### src/rtl/grf_trace_fifo.sv
// Trace capture FIFO for committed GRF writes: filters $0, buffers records and
// presents them first-word-fall-through on a valid/ready port with drop accounting.
module grf_trace_fifo #(
    parameter int unsigned DEPTH  = 8,
    parameter int unsigned DROP_W = 16
) (
    input  logic                      clk,
    input  logic                      reset,
    input  logic                      we,
    input  logic [4:0]                a3,
    input  logic [31:0]               wd,
    input  logic [31:0]               pc,
    output logic                      trace_valid,
    input  logic                      trace_ready,
    output logic [31:0]               trace_pc,
    output logic [4:0]                trace_addr,
    output logic [31:0]               trace_data,
    output logic [$clog2(DEPTH):0]    count,
    output logic                      overflow,
    output logic [DROP_W-1:0]         drop_cnt
);

    localparam int unsigned AW = $clog2(DEPTH);
    localparam int unsigned CW = AW + 1;

    typedef struct packed {
        logic [31:0] pc;
        logic [4:0]  addr;
        logic [31:0] data;
    } rec_t;

    rec_t          mem [DEPTH];
    rec_t          head;
    logic [AW-1:0] rd_ptr;
    logic [AW-1:0] wr_ptr;
    logic          push_req;
    logic          pop;
    logic          full;
    logic          push_ok;
    logic          drop;

    // Handshake decode; a full FIFO still accepts when the head leaves on the same edge
    always_comb begin
        push_req = we && (a3 != 5'd0);
        pop      = (count != '0) && trace_ready;
        full     = (count == CW'(DEPTH));
        push_ok  = push_req && (!full || pop);
        drop     = push_req && full && !pop;
    end

    always_ff @(posedge clk or posedge reset) begin
        if (reset) begin
            rd_ptr   <= '0;
            wr_ptr   <= '0;
            count    <= '0;
            overflow <= 1'b0;
            drop_cnt <= '0;
        end else begin
            if (push_ok) begin
                wr_ptr <= wr_ptr + AW'(1);
            end
            if (pop) begin
                rd_ptr <= rd_ptr + AW'(1);
            end
            if (push_ok && !pop) begin
                count <= count + CW'(1);
            end else if (pop && !push_ok) begin
                count <= count - CW'(1);
            end
            if (drop) begin
                overflow <= 1'b1;
                if (drop_cnt != '1) begin
                    drop_cnt <= drop_cnt + DROP_W'(1);
                end
            end
        end
    end

    // Storage is deliberately not reset; outputs mask it while empty
    always_ff @(posedge clk) begin
        if (push_ok) begin
            mem[wr_ptr] <= '{pc: pc, addr: a3, data: wd};
        end
    end

    always_comb begin
        head        = mem[rd_ptr];
        trace_valid = (count != '0);
        trace_pc    = '0;
        trace_addr  = '0;
        trace_data  = '0;
        if (trace_valid) begin
            trace_pc   = head.pc;
            trace_addr = head.addr;
            trace_data = head.data;
        end
    end

endmodule

### config.mk
export PLATFORM = sky130hd
export DESIGN_NAME = grf_trace_fifo
export DESIGN_NICKNAME = d
export VERILOG_FILES = /design/src/rtl/grf_trace_fifo.sv
export SDC_FILE = /design/constraint.sdc
export NUM_CORES = 1
export LEC_CHECK = 0
export ABC_AREA = 1
export BUFFER_PORTS_ARGS = -buffer_cell sky130_fd_sc_hd__buf_4
export CAP_MARGIN = 20
export CORE_MARGIN = 2
export CORE_UTILIZATION = 58
export CTS_CLUSTER_DIAMETER = 50
export DETAILED_ROUTE_END_ITERATION = 8
export GPL_TIMING_DRIVEN = 0
export PLACE_DENSITY = 0.77
export SYNTH_ARGS = -nofsm -noshare
export SYNTH_HDL_FRONTEND = slang
export SYNTH_SLANG_ARGS = --single-unit
### constraint.sdc
create_clock -name clk -period 5 [get_ports clk]
set_clock_uncertainty 0.05 [all_clocks]
set_input_delay 1 -clock clk [delete_from_list [all_inputs] [get_ports clk]]
set_output_delay 1 -clock clk [all_outputs]
set_load 0.02 [all_outputs]
# Word-level counts from Yosys, hierarchy flattened
# Memories as Yosys holds them, arrays and structs flattened.
# Index checks and enable logic that the tools add are counted.
# word_totals
out_inout_bits,91
input_bits,73
memories,1
register_bits,27
ram_bits,552
# op_classes
n_reduce_logical,15
eq_ne,2
muxes,7
addsub,5
# mem_list
memory,words,width,rd,rd_clocked_by_memory_dff,write_ports,line,source
mem,8,69,1,0,1,32,rec_t mem [DEPTH];
# op_table
operator,n
32-bit 2-to-1 mux,2
"16-bit by 1-bit adder with 16-bit output, second input constant",1
"16-bit inequality test, second input constant",1
4-bit 2-to-1 mux,2
1-bit logical AND,7
"3-bit by 1-bit adder with 3-bit output, second input constant",2
5-bit 2-to-1 mux,1
5-bit nonzero test,1
"4-bit by 1-bit adder with 4-bit output, second input constant",1
"4-bit == test, second input constant",1
4-bit nonzero test,1
"4-bit by 1-bit subtractor with 4-bit output, second input constant",1
1-bit zero test,3
1-bit 2-to-1 mux,2
2-bit AND reduction,1
2-bit nonzero test,1
1-bit logical OR,1

# Logic depth before layout (Yosys ltp)
# Gate-level depths: netlist of run 1.
# depth
word_depth,8
ltp_mapped,14
mapped_depth_nobuf,13

# Least setup slack after synthesis of run 1
# OpenSTA, ideal clock, no wires.
# synth_timing
path_kind,input to register
startpoint,in a3[0]
endpoint,"mem mem[0][0] (netlist bit), enable pin"
path_buffers,0
path_slack_ns,-0.005
arrival_time_ns,4.458
path_stages,5
setup_ns,0.496
cell_sequence,nor2_1 nand3b_1 nand3_1 or2_2 nor2_1
# synth_between
elab_chain_cells,5
# synth_lines
element,line,source
"start, declared",10,"input logic [4:0] a3,"
5-bit nonzero test,44,push_req = we && (a3 != 5'd0);
1-bit logical AND,44,
1-bit logical AND,47,push_ok = push_req && (!full || pop);
1-bit 2-to-1 mux,81,if (push_ok) begin
1-bit 2-to-1 mux (not written as such),82,"mem[wr_ptr] <= '{pc: pc, addr: a3, data: wd};"
"end, declared",32,
# Every way passes these cells.

# Final worst setup path of run 1
# layout_timing
startpoint,reg rd_ptr[0]
endpoint,out trace_data[31]
# layout_between
elab_chain_cells,2
# layout_lines
element,line,source
"start, declared",34,logic [AW-1:0] rd_ptr;
"start signal, assigned",63,rd_ptr <= rd_ptr + AW'(1);
memory 8 x 69 bit,n/a,
32-bit 2-to-1 mux,92,if (trace_valid) begin
"end, declared",17,"output logic [31:0] trace_data,"
# Every way passes these cells.

==> results.cfg, run 1 <==
[layout]
syn_to_final_growth_pct = 17.6
drive_gt1_frac = 0.143
fin_util = 0.688
fin_nets = 2185

[die]
core-area_um2 = 39600
dieArea_um2 = 41600
die_h_um = 204
die_x_um = 204
rows = 73
io_pins = 164
initial_core_util = 0.585

[power]
combPwrFrac = 0.411
p_per_area_nw_per_um2 = 630
seq_power_share = 0.358
p_leak_nw = 9.72
switching_share = 0.388
power_w = 0.0172
p_clk_frac = 0.231
p_int_w = 0.0105
peakVddDrop_mv = 0.406
switchingPower_w = 0.00668

[global_routing]
grt_max_degree = 29
grt_pass1_vias = 15600
grt_pass1_wl_um = 87000
track_usage = 0.277
grt_overflow_total = 0
antenna_found_initial = 2

[timing]
rsz0062_at_grt = no
fmax_ghz = 0.237
worst_pin_slew_ns = 1.00
slew_headroom = 0.330
drv_slew = 0
layout_min_cycle_time_ns = 4.21
setup_viol = 0
period_share = 0.843
hold_viol_final = 0

[cts]
clk_latency_ns = 0.58
post_cts.repair.setup_buffers = 0
ctsHtreeMaxLevel = 2
cts_buffers = 55
clockRootBuffer = clkbuf_16
clkSinkCount = 579
clkTransAtPathRegs_ns = 0.06
ctsLongestPathBuffers = 3
cts_tree = done
ctsHoldBuffers = 0
post_cts_resized = 0

[worst_hold_path]
min_path_type = in -> async

[route]
drt_wl_total_um = 57600
wire_per_inst_um = 21.5
drt_first_iter_violations = 1645
first_pass_iters = 5
ant_nets = 0
drc = 0
num_vias = 15900
vias_per_cell = 5.93

[job]
cap_violations = 0

[status]
outcome = completed

[synth]
ys_seq_area_frac = 0.744
synth.distinct_cells = 26
yosysWarnings = 0
syn_avg_cell_area_um2 = 12.4
synth_nets = 1946
syn-cell-area_um2 = 23200
yosysTopAreaCell = edfxtp_1
syn_inst = 1866
yosys-top-cells-area = edfxtp_1 (71%), nor2_1 (8.4%), o21ai_0 (4.7%)
synth-seq-cells = 579
yosysTopAreaCellShare = 0.715

[placement]
place.gp.congestion = 0.813
hpwlAfterDp_um = 36200
numPortBuffers = 163

[worst_setup_path]
criticalPathCategory = reg -> out
crit_path_start = rd_ptr[0]
cp-end-kind = output port
arrival_ns = 3.16
reg2reg_from = count[0]
worstPathRequired_ns = 3.95
cp-start-kind = flop
cp_max_fo = 10
reg2reg_slack_ns = 1.89
## layout make-up
type	count	area, µm²
sequential	579	17300
timing repair buffer	182	1630
inverter	25	93.8
clock buffer	72	1480
clock inverter	32	248
fill	2680	12400
buffer	116	582
tap	525	657
multi-input combinational	1146	5320
antenna	1	2.50
## cell families after synthesis
logic type | Yosys count | synth area share
adders and majority gates | 7 | 0.00410
DFF | 579 | 0.744
and+or+nand+nor | 703 | 0.116
AOI/OAI and AO/OA | 423 | 0.102
xor gates and xnor gates | 13 | 0.00491
buffers and inverters | 141 | 0.0291
## Yosys cell counts, drive strengths merged
library cell	instances
nor3	1
clkbuf	73
o211ai	69
nand4	3
a21oi	1
dfrtp	27
buf	43
or2	3
nor2	516
o22ai	69
xor2	4
nand3	10
ha	6
xnor2	9
inv	25
edfxtp	552
fa	1
nand3b	3
o21ai	284
nand2	167
## power by group through the flow
stage / registers, W / logic [W] / clock network [W]
global placement: 0.00636 / 0.00669 / 0
floorplan: 0.00630 / 0.00407 / 0
detailed placement: 0.00625 / 0.00700 / 0
finish: 0.00616 / 0.00706 / 0.00397
global route: 0.00620 / 0.00760 / 0.00418
CTS: 0.00615 / 0.00705 / 0.00398
## layer usage
layer	track usage	wire length, µm	vias up
met5	0	16	-
met3	0.0483	5470	133
met1	0.369	22000	7712
met2	0.464	28400	866
met4	0.0965	1730	2
li1	-	-	7160
## metrics by stage
stage	instances	setup slack [ns]	instance area (µm²)	hold WS, ns	setup TNS (ns)
6_report	2678	0.787	27300	0.425	0
5_1_grt	2677	0.686	27300	0.450	0
4_1_cts	2677	0.827	27300	0.425	0
3_5_place_dp	2573	1.43	25500	0.406	0
3_3_place_gp	2554	-2.77	25100	0.406	-1450.88
2_1_floorplan	1866	-0.00459	23200	0.432	-1.27
## flip-flops by register name, indices dropped and copies added (netlist names)
register and flops:
rd_ptr 3, mem 552, wr_ptr 3, overflow 1
drop_cnt 16, count 4
## critical path, stage by stage, from the launching register on
cell and delay [ns]:
dfrtp_1 0.62, inv_2 0.32, buf_6 0.25, clkbuf_1 0.52
nor2_1 0.10, o22ai_1 0.19, nor2_1 0.06, nor2_1 0.31
buf_4 0.21
## worst paths after layout
path	to	cells after the start
hold reg to reg	overflow	1
max in group asynchronous	rd_ptr[0]	3
setup reg to reg	count[3]	14
setup / recovery	trace_data[31]	8
hold / removal	drop_cnt[13]	2
min in group clk	overflow	1
## cells in the final DEF (no fill, tap or decap), drive strengths merged, types with 10 or more instances in the layout
cell | netlist | layout
o211ai | 69 | 69
nand3 | 10 | 10
o21ai | 284 | 284
inv | 25 | 28
buf | 43 | 225
o22ai | 69 | 69
edfxtp | 552 | 552
clkinv | 0 | 24
dfrtp | 27 | 27
clkbuf | 73 | 145
nor2 | 516 | 516
nand2 | 167 | 167
Note: power is estimated with default switching activity, not from simulation.
==> run 2, diff against run 1 <==
--- a/config.mk
+++ b/config.mk
@@ -5,15 +5,15 @@
 export SDC_FILE = /design/constraint.sdc
 export NUM_CORES = 1
 export LEC_CHECK = 0
-export ABC_AREA = 1
+export ABC_AREA = 0
 export BUFFER_PORTS_ARGS = -buffer_cell sky130_fd_sc_hd__buf_4
 export CAP_MARGIN = 20
 export CORE_MARGIN = 2
-export CORE_UTILIZATION = 58
+export CORE_UTILIZATION = 54
 export CTS_CLUSTER_DIAMETER = 50
 export DETAILED_ROUTE_END_ITERATION = 8
 export GPL_TIMING_DRIVEN = 0
-export PLACE_DENSITY = 0.77
+export PLACE_DENSITY = 0.76
 export SYNTH_ARGS = -nofsm -noshare
 export SYNTH_HDL_FRONTEND = slang
 export SYNTH_SLANG_ARGS = --single-unit
==> constraint.sdc (replaced) <==
create_clock -name clk -period 3.8 [get_ports clk]
set_clock_uncertainty 0.05 [all_clocks]
set_input_delay 0.76 -clock clk [delete_from_list [all_inputs] [get_ports clk]]
set_output_delay 0.76 -clock clk [all_outputs]
set_load 0.02 [all_outputs]
==> results.cfg, run 2 <==
[layout]
stdcell_count = 1826
reg.largest.list = mem: 552 flops, drop_cnt: 16 flops, count: 4 flops
fin_nets = 1328
drive_gt1_frac = 0.355
diodes = 0
largest_reg_flops = 552
regMostFlops = mem
final_cell_mix = edfxtp_1 (552), buf_4 (172), mux4_2 (138), nor2_1 (71), mux2i_1 (69)
fin_util = 0.655
layout_commonest_cell = edfxtp_1
syn_to_final_growth_pct = 19.9

[synth]
async_reset_ff_frac = 0.0466
synth.most_common_cell = edfxtp_1
ys_seq_area_frac = 0.775
synth.distinct_cells = 37
synth_ff_type = edfxtp_1
yosysTopAreaCell = edfxtp_1
synth_nets = 1081
yosysTopAreaCellShare = 0.745
synthTopCellsByCount = edfxtp_1 (552), mux4_2 (138), nor2_1 (77)
syn_avg_cell_area_um2 = 22.2
synth-seq-cells = 579
syn-cell-area_um2 = 22300
synth-edff-count = 552
yosys-top-cells-area = edfxtp_1 (74%), mux4_2 (14%), mux2i_1 (3.1%)
syn_inst = 1001
yosysWarnings = 0

[worst_setup_path]
path_delay_family = buffers and inverters
crit_top_cell = buf_4
cpPeakStageDelay_ns = 0.56
crit_slowest_cell = mux4_2
worstPathRequired_ns = 2.99
arrival_ns = 2.84
cp_max_fo = 10
crit_buf_inv = 4
cp-end-kind = output port
reg2reg_slack_ns = 0.60
criticalPathCategory = reg -> out
cp-start-kind = flop
path_cells = buf_2, buf_4, buf_4, mux4_2, mux2i_1, nor2_1, buf_4

[timing]
drv_slew = 0
layout_min_cycle_time_ns = 3.65
holdWs_ns = 0.0329
fmax_ghz = 0.274
setup_viol = 0
hold_viol_final = 0
worst_pin_slew_ns = 0.959
setup_tns_ns = 0
slew_headroom = 0.360
rsz0062_at_grt = no
period_share = 0.960

[placement]
dp.cells = 1722
numPortBuffers = 163
hpwlAfterDp_um = 28500
place.gp.congestion = 0.775

[route]
num_vias = 10700
vias_per_cell = 5.87
drt_first_iter_violations = 914
ant_nets = 0
wire_per_inst_um = 25.2
drc = 0
first_pass_iters = 7
drt_wl_total_um = 46000

[die]
initial_core_util = 0.546
dieArea_um2 = 42800
io_pins = 164
core-area_um2 = 40700
die_h_um = 207
die_x_um = 207
rows = 74

[global_routing]
grt_pass1_vias = 11200
grt_overflow_total = 0
grt_pass1_wl_um = 68800
antenna_found_initial = 2
track_usage = 0.222
grt_max_degree = 28

[power]
p_leak_nw = 9.18
p_per_area_nw_per_um2 = 800
peakVddDrop_mv = 0.561

[worst_hold_path]
min_path_type = in -> async

[cts]
clkTransAtPathRegs_ns = 0.06
cts_buffers = 56
ctsHoldBuffers = 0
post_cts.repair.setup_buffers = 0
clkSinkCount = 579
ctsHtreeMaxLevel = 2
ctsLongestPathBuffers = 3
cts_tree = done
clk_latency_ns = 0.61
clockRootBuffer = clkbuf_16

[status]
outcome = completed

[job]
cap_violations = 0
==> run 2: cell count changes after synthesis, moves of 7 or more <==
| cell | previous run | this run |
|---|---|---|
| nand2_1 | 167 | 9 |
| xnor2_1 | 9 | 17 |
| buf_1 | 2 | 17 |
| buf_4 | 9 | 2 |
| o21ai_0 | 216 | 1 |
| o22ai_1 | 69 | 0 |
| clkbuf_1 | 73 | 10 |
| buf_6 | 10 | 2 |
| mux2i_1 | 0 | 69 |
| nor2_1 | 516 | 77 |
| mux4_2 | 0 | 138 |
| inv_1 | 24 | 5 |
| o21ai_1 | 68 | 0 |
| o211ai_1 | 69 | 0 |
==> run 2: where the power goes <==
part           leakage [nW]  switching [W]  internal, W
clock network         0.881        0.00229      0.00314
logic                  2.94        0.00424      0.00342
registers              5.36       0.000280      0.00796
total                  9.18        0.00681       0.0145
==> run 2: logic make-up after synthesis <==
group	count (synthesis)	share of synthesized area
XOR/XNOR	23	0.00905
AO/OA/AOI/OAI	5	0.00186
buffers and inverters	53	0.0109
AND/OR/NAND/NOR	123	0.0257
multiplexers	211	0.173
adder cells (fa/ha/maj)	7	0.00427
flip-flops	579	0.775
==> run 2: area by class of cell <==
class | count | area, µm²
fillers | 2650 | 14100
clock inverters | 31 | 299
repair buffers | 190 | 1840
multi-input cells | 369 | 4830
plain buffers | 47 | 263
flip-flops and latches | 579 | 17300
clock buffers | 73 | 1510
inverters | 5 | 18.8
well taps | 532 | 666
==> run 2: per-stage QoR <==
step	setup WS (ns)	total power, W	instance area [µm²]
after floorplan	-1.01	0.0131	22300
after global placement	-4.14	0.0158	24200
after detailed placement	0.323	0.0161	24800
after CTS	0.000149	0.0216	26600
after global routing	0.0137	0.0223	26700
final	0.154	0.0213	26700
==> run 2: final timing paths <==
path | start | endpoint | depth (start not counted)
max in group asynchronous | reset | drop_cnt[1] | 3
min in group clk | pc[15] | mem[5][52] | 1
worst min register to register | wr_ptr[0] | wr_ptr[0] | 1
worst max-delay path | rd_ptr[0] | trace_data[5] | 7
worst min-delay path | reset | drop_cnt[5] | 2
worst max register to register | count[0] | mem[5][55] | 8
==> run 2: routing by layer <==
metal,vias to the layer above,GRT usage,wire length (µm)
met4,4,0.0464,623
li1,4635,-,-
met2,388,0.369,23200
met3,52,0.0546,3520
met5,-,0,24
met1,5631,0.304,18600
==> run 2: repair_timing <==
action | in CTS | in global routing
gates resized for setup | 15 | 8
endpoints found under the hold margin | 0 | 0
endpoints found under the setup margin | 24 | 27
==> run 3, diff against run 2 <==
--- a/config.mk
+++ b/config.mk
@@ -5,7 +5,7 @@
 export SDC_FILE = /design/constraint.sdc
 export NUM_CORES = 1
 export LEC_CHECK = 0
-export ABC_AREA = 0
+export ABC_AREA = 1
 export BUFFER_PORTS_ARGS = -buffer_cell sky130_fd_sc_hd__buf_4
 export CAP_MARGIN = 20
 export CORE_MARGIN = 2
@@ -13,7 +13,7 @@
 export CTS_CLUSTER_DIAMETER = 50
 export DETAILED_ROUTE_END_ITERATION = 8
 export GPL_TIMING_DRIVEN = 0
-export PLACE_DENSITY = 0.76
+export PLACE_DENSITY = 0.75
 export SYNTH_ARGS = -nofsm -noshare
 export SYNTH_HDL_FRONTEND = slang
 export SYNTH_SLANG_ARGS = --single-unit
==> results.cfg, run 3 (synthesis results as in run 1) <==
[status]
outcome = completed

[die]
core-area_um2 = 42100
initial_core_util = 0.550
die_x_um = 211
die_h_um = 211
rows = 75
io_pins = 164
dieArea_um2 = 44600

[layout]
syn_to_final_growth_pct = 17.9
regMostFlops = mem
design_area_um2 = 27300
layout_commonest_cell = edfxtp_1
fin_util = 0.649
drive_gt1_frac = 0.153
fin_nets = 2184
reg.largest.list = mem: 552 flops, drop_cnt: 16 flops, count: 4 flops
stdcell_count = 2692
final_cell_mix = edfxtp_1 (552), nor2_1 (508), o21ai_0 (216), buf_4 (172), nand2_1 (167)
largest_reg_flops = 552

[global_routing]
antenna_found_initial = 2
grt_max_degree = 29
grt_pass1_vias = 15800
grt_overflow_total = 0
grt_pass1_wl_um = 89200
track_usage = 0.264

[cts]
cts_tree = done
clockRootBuffer = clkbuf_16
ctsLongestPathBuffers = 3
clkSinkCount = 579
ctsHtreeMaxLevel = 2
cts_buffers = 56
clkTransAtPathRegs_ns = 0.06
ctsHoldBuffers = 0
clk_latency_ns = 0.59

[worst_setup_path]
cp-start-kind = flop
criticalPathCategory = reg -> out
arrival_ns = 2.88
reg2reg_from = count[0]
cp-end-kind = output port
crit_path_start = rd_ptr[1]
cp_max_fo = 10
worstPathRequired_ns = 2.99

[power]
p_per_area_nw_per_um2 = 834
p_leak_nw = 9.79
peakVddDrop_mv = 0.650

[timing]
hold_viol_final = 0
rsz0062_at_grt = no
fmax_ghz = 0.271
drv_slew = 0
layout_min_cycle_time_ns = 3.69
fin_ws_ns = 0.114
slew_headroom = 0.327
holdWs_ns = 0.190
setup_viol = 0
worst_pin_slew_ns = 1.01
period_share = 0.970

[route]
drc = 0
drt_wl_total_um = 58700
vias_per_cell = 5.87
wire_per_inst_um = 21.8
drt_first_iter_violations = 1519
num_vias = 15800
first_pass_iters = 6
ant_nets = 0

[job]
cap_violations = 0

[placement]
numPortBuffers = 163
dp.cells = 2586
hpwlAfterDp_um = 37000
placed_area_um2 = 25500
place.gp.congestion = 0.829
place_ws_ns = 0.456

[worst_hold_path]
min_path_type = in -> async
==> run 3: cell count changes in the layout (fill, tap and decap cells not counted), moves of 68 or more <==
cell      before  now
o21ai_1        0   68
o22ai_1        0   69
o211ai_1       0   69
mux4_2       138    0
nand2_1        9  167
o21ai_0        1  216
nor2_1        71  508
mux2i_1       69    0
==> run 3: layout make-up <==
type	instances	area, µm²
timing repair buffer	181	1610
fill	2970	14800
antenna	1	2.50
multi-input combinational	1146	5320
tap	539	674
clock buffer	74	1510
inverter	25	96.3
sequential	579	17300
buffer	115	592
clock inverter	32	275
==> run 3: worst max-delay path, stage by stage (launching register included) <==
cell	delay (ns)
dfrtp_1	0.39
buf_2	0.24
inv_1	0.42
clkbuf_1	0.47
o21ai_0	0.17
o22ai_1	0.14
nor2_1	0.06
nor2_1	0.23
buf_4	0.18
==> run 3: final timing paths <==
| check | end | slack (ns) | depth (start not counted) |
|---|---|---|---|
| setup / recovery | trace_pc[24] | 0.11 | 8 |
| hold / removal | count[0] | 0.19 | 2 |
| setup reg to reg | mem[3][23] | 0.98 | 8 |
| hold reg to reg | overflow | 0.43 | 1 |
| max in group asynchronous | rd_ptr[2] | 2.98 | 3 |
| min in group clk | mem[0][15] | 0.35 | 1 |
==> run 3: report_power, final <==
group | switching [W] | total (W) | internal, W | leakage, nW
Clock | 0.00231 | 0.00539 | 0.00308 | 0.885
Sequential | 0.000249 | 0.00811 | 0.00786 | 5.36
Combinational | 0.00630 | 0.00931 | 0.00302 | 3.54
Total | 0.00886 | 0.0228 | 0.0140 | 9.79
==> run 3: metrics by stage <==
step | power (W) | TNS, ns
global route | 0.0239 | 0
global placement | 0.0171 | -1387.26
finish | 0.0228 | 0
CTS | 0.0228 | 0
detailed placement | 0.0174 | 0
floorplan | 0.0136 | -266.23
==> run 3: timing repair <==
action / in CTS / in global routing
buffers inserted: 0 / 0
gates resized for setup: 5 / 16
gates cloned: 0 / 0
setup endpoints to repair: 20 / 26
==> run 3: per-layer routing <==
layer  track usage  vias up  wire [µm]
li1              -     7165          -
met1         0.353     7734      23300
met2         0.436      782      28400
met3        0.0528      125       5450
met4        0.0894        2       1530
met5             0        -         16
